File: src/rtl/multicycle_pkg.sv
// multicycle_pkg: states, opcode/funct/ALU constants and decode helper for the multicycle controller
package multicycle_pkg;
   typedef enum logic [3:0] {
      FETCH  = 4'd0,
      DECODE = 4'd1,
      EXEC_R = 4'd2,
      EXEC_I = 4'd3,
      MEMADR = 4'd4,
      MEMRD  = 4'd5,
      MEMWB  = 4'd6,
      MEMWR  = 4'd7,
      BRANCH = 4'd8,
      JUMP   = 4'd9,
      WB     = 4'd10
   } state_t;

   localparam logic [5:0] OP_R     = 6'd0;
   localparam logic [5:0] OP_J     = 6'd2;
   localparam logic [5:0] OP_BEQ   = 6'd4;
   localparam logic [5:0] OP_BNE   = 6'd5;
   localparam logic [5:0] OP_ADDI  = 6'd8;
   localparam logic [5:0] OP_ADDIU = 6'd9;
   localparam logic [5:0] OP_ANDI  = 6'd12;
   localparam logic [5:0] OP_LW    = 6'd35;
   localparam logic [5:0] OP_SW    = 6'd43;

   localparam logic [5:0] F_ADD = 6'd32;
   localparam logic [5:0] F_SUB = 6'd34;
   localparam logic [5:0] F_SLT = 6'd42;

   localparam int ALU_AND = 0;
   localparam int ALU_ADD = 2;
   localparam int ALU_SUB = 3;
   localparam int ALU_SLT = 4;

   localparam logic [1:0] SRCB_RT  = 2'd0;
   localparam logic [1:0] SRCB_4   = 2'd1;
   localparam logic [1:0] SRCB_IMM = 2'd2;

   // State following DECODE; FETCH means the instruction is undecodable
   function automatic state_t decode_next(input logic [5:0] op, input logic [5:0] funct, input logic en_mem);
      case (op)
         OP_R:                      return (funct == F_ADD || funct == F_SUB || funct == F_SLT) ? EXEC_R : FETCH;
         OP_ADDI, OP_ADDIU, OP_ANDI: return EXEC_I;
         OP_LW, OP_SW:              return en_mem ? MEMADR : FETCH;
         OP_BEQ, OP_BNE:            return BRANCH;
         OP_J:                      return JUMP;
         default:                   return FETCH;
      endcase
   endfunction
endpackage

File: src/rtl/multicycle_controller_output_decode.sv
// mc_output_decode: Moore control decode from state and instruction fields (branch also uses zero)
module mc_output_decode
   import multicycle_pkg::*;
#(
   parameter int ALUCS_W    = 5,
   parameter int ENABLE_MEM = 1
) (
   input  state_t             state,
   input  logic [5:0]         op,
   input  logic [5:0]         funct,
   input  logic               zero,
   input  logic               mem_ready_eff,
   output logic               pc_write,
   output logic               ir_write,
   output logic               iord,
   output logic               mem_rden,
   output logic               mem_wren,
   output logic               alu_src_a,
   output logic [1:0]         selscrB,
   output logic [ALUCS_W-1:0] alucs,
   output logic               flagwrite,
   output logic               regwrite,
   output logic               redges,
   output logic               memtoreg,
   output logic               branch,
   output logic               jump,
   output logic               illegal
);
   // Per-state controls; anything not named in a state stays 0, unknown encodings drive nothing
   always_comb begin
      pc_write  = 1'b0;
      ir_write  = 1'b0;
      iord      = 1'b0;
      mem_rden  = 1'b0;
      mem_wren  = 1'b0;
      alu_src_a = 1'b0;
      selscrB   = SRCB_RT;
      alucs     = '0;
      flagwrite = 1'b0;
      regwrite  = 1'b0;
      redges    = 1'b0;
      memtoreg  = 1'b0;
      branch    = 1'b0;
      jump      = 1'b0;
      illegal   = 1'b0;
      case (state)
         FETCH: begin
            mem_rden = 1'b1;
            selscrB  = SRCB_4;
            alucs    = ALUCS_W'(ALU_ADD);
            pc_write = mem_ready_eff;
            ir_write = mem_ready_eff;
         end
         DECODE: illegal = decode_next(op, funct, ENABLE_MEM != 0) == FETCH;
         EXEC_R: begin
            alu_src_a = 1'b1;
            flagwrite = 1'b1;
            alucs     = funct == F_SUB ? ALUCS_W'(ALU_SUB) : funct == F_SLT ? ALUCS_W'(ALU_SLT) : ALUCS_W'(ALU_ADD);
         end
         EXEC_I: begin
            alu_src_a = 1'b1;
            selscrB   = SRCB_IMM;
            flagwrite = 1'b1;
            alucs     = op == OP_ANDI ? ALUCS_W'(ALU_AND) : ALUCS_W'(ALU_ADD);
         end
         MEMADR: begin
            alu_src_a = 1'b1;
            selscrB   = SRCB_IMM;
            alucs     = ALUCS_W'(ALU_ADD);
         end
         MEMRD: begin
            iord     = 1'b1;
            mem_rden = 1'b1;
         end
         MEMWB: begin
            regwrite = 1'b1;
            memtoreg = 1'b1;
         end
         MEMWR: begin
            iord     = 1'b1;
            mem_wren = 1'b1;
         end
         BRANCH: begin
            alu_src_a = 1'b1;
            alucs     = ALUCS_W'(ALU_SUB);
            branch    = op == OP_BEQ ? zero : !zero;
         end
         JUMP: jump = 1'b1;
         WB: begin
            regwrite = 1'b1;
            redges   = op == OP_R;
         end
         default: ;
      endcase
   end
endmodule

File: src/rtl/multicycle_controller.sv
// multicycle_controller: fetch/decode/execute/memory/writeback sequencer with retire counter
module multicycle_controller
   import multicycle_pkg::*;
#(
   parameter int ALUCS_W       = 5,
   parameter int CNT_W         = 16,
   parameter int HAS_MEM_READY = 1,
   parameter int ENABLE_MEM    = 1
) (
   input  logic               clk,
   input  logic               rst,
   input  logic [5:0]         op,
   input  logic [5:0]         funct,
   input  logic               zero,
   input  logic               mem_ready,
   output logic               pc_write,
   output logic               ir_write,
   output logic               iord,
   output logic               mem_rden,
   output logic               mem_wren,
   output logic               alu_src_a,
   output logic [1:0]         selscrB,
   output logic [ALUCS_W-1:0] alucs,
   output logic               flagwrite,
   output logic               regwrite,
   output logic               redges,
   output logic               memtoreg,
   output logic               branch,
   output logic               jump,
   output logic               illegal,
   output logic [CNT_W-1:0]   instr_count,
   output logic [3:0]         state
);
   state_t           cur;
   logic [5:0]       op_q, funct_q;
   logic [CNT_W-1:0] cnt;
   logic             rdy, retire;

   assign rdy    = HAS_MEM_READY != 0 ? mem_ready : 1'b1;
   assign retire = cur inside {WB, MEMWB, BRANCH, JUMP} || (cur == MEMWR && rdy);

   // State sequencing, operand capture in DECODE and retire counting
   always_ff @(posedge clk) begin
      if (rst) begin
         cur     <= FETCH;
         op_q    <= '0;
         funct_q <= '0;
         cnt     <= '0;
      end else begin
         case (cur)
            FETCH:          if (rdy) cur <= DECODE;
            DECODE:         cur <= decode_next(op, funct, ENABLE_MEM != 0);
            EXEC_R, EXEC_I: cur <= WB;
            MEMADR:         cur <= op_q == OP_SW ? MEMWR : MEMRD;
            MEMRD:          if (rdy) cur <= MEMWB;
            MEMWR:          if (rdy) cur <= FETCH;
            default:        cur <= FETCH;
         endcase
         if (cur == DECODE) begin
            op_q    <= op;
            funct_q <= funct;
         end
         if (retire) cnt <= cnt + 1'b1;
      end
   end

   // During reset the decoder sees an unused encoding so every control is 0
   mc_output_decode #(.ALUCS_W(ALUCS_W), .ENABLE_MEM(ENABLE_MEM)) u_dec (
      .state         (rst ? state_t'(4'd15) : cur),
      .op            (cur == DECODE ? op : op_q),
      .funct         (cur == DECODE ? funct : funct_q),
      .zero          (zero),
      .mem_ready_eff (rdy),
      .pc_write      (pc_write),
      .ir_write      (ir_write),
      .iord          (iord),
      .mem_rden      (mem_rden),
      .mem_wren      (mem_wren),
      .alu_src_a     (alu_src_a),
      .selscrB       (selscrB),
      .alucs         (alucs),
      .flagwrite     (flagwrite),
      .regwrite      (regwrite),
      .redges        (redges),
      .memtoreg      (memtoreg),
      .branch        (branch),
      .jump          (jump),
      .illegal       (illegal)
   );

   assign instr_count = rst ? '0 : cnt;
   assign state       = rst ? 4'd0 : cur;
endmodule

File: config.mk
export PLATFORM = sky130hd
export DESIGN_NAME = multicycle_controller
export DESIGN_NICKNAME = d
export VERILOG_FILES = /design/src/rtl/multicycle_pkg.sv /design/src/rtl/multicycle_controller_output_decode.sv /design/src/rtl/multicycle_controller.sv
export SDC_FILE = /design/constraint.sdc
export NUM_CORES = 1
export LEC_CHECK = 0
export ABC_AREA = 1
export BUFFER_PORTS_ARGS = -buffer_cell sky130_fd_sc_hd__buf_4
export CAP_MARGIN = 25
export CORE_ASPECT_RATIO = 1.1
export CORE_MARGIN = 2
export CORE_UTILIZATION = 57
export DETAILED_ROUTE_END_ITERATION = 12
export PLACE_DENSITY = 0.91
export SYNTH_ARGS = -nofsm -noshare
export SYNTH_HDL_FRONTEND = slang
export SYNTH_SLANG_ARGS = --single-unit
export TNS_END_PERCENT = 20
File: constraint.sdc
create_clock -name clk -period 4.9 [get_ports clk]
set_input_delay 0.98 -clock clk [delete_from_list [all_inputs] [get_ports clk]]
set_output_delay 0.98 -clock clk [all_outputs]
set_load 0.02 [all_outputs]
After elaboration in Yosys (flattened, before gate mapping) --
Index checks and enable logic that the tools add are counted.
Word-level totals: memories kept 0, bits in registers 32, output and inout port bits 40, ROM bits 0, memory bits (writable) 0, word-level logic and storage cells 112, bits in latches 0, input bits 16
Operators by class: mux-type cells 33, $add $sub $neg 1, bitwise operators 0, magnitude comparators 0, reduce and logical (&&, ||, !) cells 28, shift-type cells 0, divide/modulo/power cells 0, multipliers 0, equality and inequality tests 46
Operators with widths (count):
- $eq 6x6->1 const B | 11
- $pmux 4 s5 | 2
- $eq 6x4->1 const B | 6
- $eq 4x3->1 const B | 8
- $eq 4x4->1 const B | 6
- $eq 6x3->1 const B | 4
- $mux 4 | 6
- $pmux 4 s6 | 1
- $reduce_or 2->1 | 11
- $pmux 5 s4 | 1
- $add 16x1->16 const B | 1
- $eq 4x2->1 const B | 4
- $mux 16 | 1
- $mux 1 | 13
- $eq 6x2->1 const B | 2
- $logic_not 4->1 | 3
- $logic_not 6->1 | 2
- $mux 6 | 2
- $eq 4x1->1 const B | 2
- $mux 2 | 4
- $ne 2x2->1 const B | 3
- $reduce_or 3->1 | 2
- $logic_or 1x1->1 | 5
- $mux 5 | 1
- 7 further kinds | 7

Longest topological paths before layout --
depth after elaboration 10, depth in mapped cells 11

Cells and area by module --
From an unflattened synthesis, not the netlist that was laid out.
Unflattened totals: cell total of the unflattened synthesis 398, area total of the unflattened synthesis 2368.5 um2
By module, submodules not included:
- multicycle_controller | instances 1, area an instance 1949.4 um2, sequential area each 640.6 um2, cells an instance 313
- mc_output_decode | instances 1, area an instance 419.2 um2, sequential area each 0.0 um2, cells an instance 85

Worst setup path after synthesis --
OpenSTA, ideal clock, no wires.
path kind in2out, start input rst, end output pc_write, buffers on the path 2, arrival time 2368 ps, cell stages on the path 7, data required time 3920 ps, slack 1552 ps, cells stage by stage clkbuf_1 -> inv_2 -> nand2_1 -> nor2_1 -> inv_1 -> nor2_1 -> buf_4
Between the ends: word-level cells in the longest chain between the ends 3
RTL lines:
- start: declaration | line multicycle_controller.sv:11 | input logic rst,
- $mux 4 | line multicycle_controller.sv:69 | .state (rst ? state_t'(4'd15) : cur),
- $logic_not 4->1
- $mux 1
- end: declaration | line multicycle_controller.sv:16 | output logic pc_write,
No other way between the ends.

Final worst setup path --
start input rst, end output alucs[1]
Between the ends: word-level cells in the longest chain between the ends 4
RTL lines:
- $mux 4 (*) | line multicycle_controller.sv:69
- $eq 4x3->1 or $logic_not 4->1 (tied branches) | line multicycle_controller_output_decode.sv:46 | case (state)
- $reduce_or 2->1 (no source line)
- $pmux 5 s4 (*) | line multicycle_controller_output_decode.sv:46
- end: declaration | line multicycle_controller.sv:23 | output logic [ALUCS_W-1:0] alucs,
Mark *: on every way between the ends. The rest lies on a longest branch, timed or not.

==> flow_metrics.py <==
metrics = {
    "setup_path": {
        "rr_endpoint": "cnt[11]",
        "r2r-start": "cur[3]",
        "r2r_setup_slack_ps": 2960,
        "criticalPathCategory": "in -> out",
        "worstSetupStartpointType": "primary input",
        "crit_path_end_kind": "output pin",
        "crit_fanout": 46,
        "crit_required_ps": 3920,
        "r2r_cells": 10,
        "cp_data_arrival_time_ps": 2340,
    },
    "synthesis": {
        "yosysWarnings": 0,
        "synth_top_area_share_pct": 29.22,
        "synth_commonest_cells": "nand2_1, nor2_1, inv_1",
        "synth_most_common_cell": "nand2_1",
        "ys_seq_elements": 32,
        "synthCells": 367,
        "synth_top_area_cell": "dfxtp_1",
        "ys.flop_type": "dfxtp_1",
        "avgSynthCellArea_um2": 5.973,
        "post_synth_instance_area_um2": 2192,
        "seq_area_frac_synth_pct": 29.22,
        "ys_types": 30,
        "synth-edff-count": 0,
        "synth.area.top_cells": "dfxtp_1, nand2_1, nor2_1",
        "async_flop_share_pct": 0,
    },
    "job": {
        "max_cap_violations": 0,
    },
    "cts": {
        "cts-hold-fix-buffers": 0,
        "clock_sinks": 32,
        "cts_tree": "done",
        "cts-resized-gates": 0,
        "clkTransAtPathRegs_ps": 70,
        "clk_latency_ps": 290,
        "post_cts_buffers": 0,
        "numCtsBuffers": 5,
        "cts-htree-levels": 2,
        "cts-root-buf": "clkbuf_8",
        "clockBufferDepth": 2,
    },
    "sta": {
        "hold_viol_final": 0,
        "holdWs_ps": 476.0,
        "rsz0062_at_grt": "no",
        "period_share_pct": 67.83,
        "fin_crit_ps": 3324,
        "max_slew_margin_pct": 64.84,
        "fmax_mhz": 300.9,
        "fin_skew_ps": 8.830,
        "drv_slew": 0,
        "tightestPinTransition_ps": 523.4,
        "tns_ps": 0,
        "setup_violations": 0,
    },
    "drt": {
        "vias": 2510,
        "avgViaCountPerCell": 5.352,
        "drc": 0,
        "drtPass1Iterations": 5,
        "wl_per_cell_um": 12.28,
        "finalWirelength_um": 5757,
        "drt_iter0_markers": 270,
        "ant_nets": 0,
    },
    "floorplanning": {
        "die_height_um": 69.04,
        "io_pins": 56,
        "fp.coreArea_um2": 3655,
        "die_w_um": 63.13,
        "dieArea_um2": 4359,
        "initial_core_util_pct": 59.98,
        "rows": 23,
    },
    "worst_hold_path": {
        "hp-start": "cnt[14]",
        "hp-class": "reg -> reg",
        "hold_path_end": "cnt[14]",
        "whs_path_depth": 2,
    },
    "grt": {
        "grt_antenna_before_repair": 0,
        "grt_pass1_wl_um": 9936,
        "first_global_vias": 2316,
        "grt.overflow.total": 0,
        "grt_usage_pct": 28.02,
        "grt_max_degree": 47,
    },
    "cells_and_area": {
        "diodes": 0,
        "nets": 435,
        "drive_gt1_share_pct": 20.53,
        "syn_to_final_growth_pct": 23.34,
        "fillers": 325,
    },
    "pwr": {
        "power.density_nw_per_um2": 255.9,
        "power.leakage_uw": 0.001234,
        "peakVddDrop_v": 0.0001816,
    },
    "status": {
        "status": "completed",
    },
    "place": {
        "port_buffers": 53,
        "hpwl_um": 4358,
        "place.gp.congestion": 0.9420,
    },
}
[critical path: stages]
cell and delay (ps):
buf_4 360, inv_2 160, nand2_1 140, nor2_1 100, a31oi_1 180, nand2_1 70
nand3b_1 160, buf_4 160
[registers in the layout, indices dropped and copies added (netlist names)]
| register | cells |
|---|---|
| cnt | 16 |
| cur | 4 |
| op_q | 6 |
| funct_q | 6 |
[per-stage QoR]
| stage | instances | util (%) | total power, uW | area (um2) | setup slack (ps) |
|---|---|---|---|---|---|
| 2_1_floorplan | 368 | - | 403.9 | 2196 | 1552 |
| 3_3_place_gp | 461 | 71.04 | 440.5 | 2596 | 1625 |
| 3_5_place_dp | 461 | 71.04 | 444.4 | 2596 | 1606 |
| 4_1_cts | 469 | 73.98 | 690.9 | 2704 | 1598 |
| 5_1_grt | 469 | 73.98 | 728.5 | 2704 | 1434 |
| 6_report | 469 | 73.98 | 691.9 | 2704 | 1576 |
[per-layer routing]
layer | vias up | part of all wire [%] | track usage (%)
met2 | 103 | 47 | 45.27
met3 | 8 | 8.0 | 7.504
met5 | - | 0 | 0
met1 | 1134 | 44 | 36.00
met4 | 0 | 1.3 | 9.383
li1 | 1265 | - | -
[power breakdown]
group          internal, uW  switching [uW]  total [uW]
combinational          54.3             107         161
clock                   151             101         252
sequential              272            7.48         279
[worst max-delay path by stage]
stage,from,to,slack (ps),cells after the start
detailed placement,rst,alucs[1],1610,8
global route,rst,alucs[1],1430,8
floorplan,rst,pc_write,1550,7
CTS,rst,alucs[1],1600,8
global placement,rst,alucs[1],1620,8
finish,rst,alucs[1],1580,8
[cell usage in the layout, fill, tap and decap left out]
master	netlist	final
ha_1	1	1
nand3_1	21	21
nor4_1	1	1
clkbuf_1	4	1
a211oi_1	2	2
a31oi_1	2	2
buf_4	4	53
clkinv_2	0	1
nand2_1	84	84
nand2_4	1	1
nor2_4	6	6
clkbuf_8	0	5
xor2_1	4	4
o21ai_2	2	2
a31o_2	1	1
inv_2	4	4
dfxtp_1	32	32
nand2_2	10	10
nor2_1	71	71
a21oi_1	21	21
conb_1	1	2
a21oi_2	1	1
o21ai_0	15	15
nor3_1	16	16
inv_1	49	49
nand4_1	6	6
bufinv_16	0	1
nand3b_1	3	3
o22ai_1	1	1
a22oi_1	1	1
nand3_2	1	1
[logic make-up (layout without fill, tap and decap cells)]
kind of cell	count (synthesis)	count (layout)	share of synthesized area (%)
AOI/OAI and AO/OA	46	46	11.70
xor gates and xnor gates	4	4	1.598
adders and majority gates	1	1	0.5707
buffers and inverters	63	114	11.81
DFF	32	32	29.22
other	1	2	0.1711
and+or+nand+nor	220	220	44.92
[layout make-up]
type / instances / area, um2 / area share, %
Clock buffer: 6 / 72.57 / 2.684
Clock inverter: 2 / 35.03 / 1.296
Tap cell: 50 / 62.56 / 2.314
Timing Repair Buffer: 53 / 397.9 / 14.72
Sequential cell: 32 / 640.6 / 23.69
Inverter: 53 / 198.9 / 7.358
Multi-Input combinational cell: 273 / 1296 / 47.94
(Power assumes the default switching activity.)
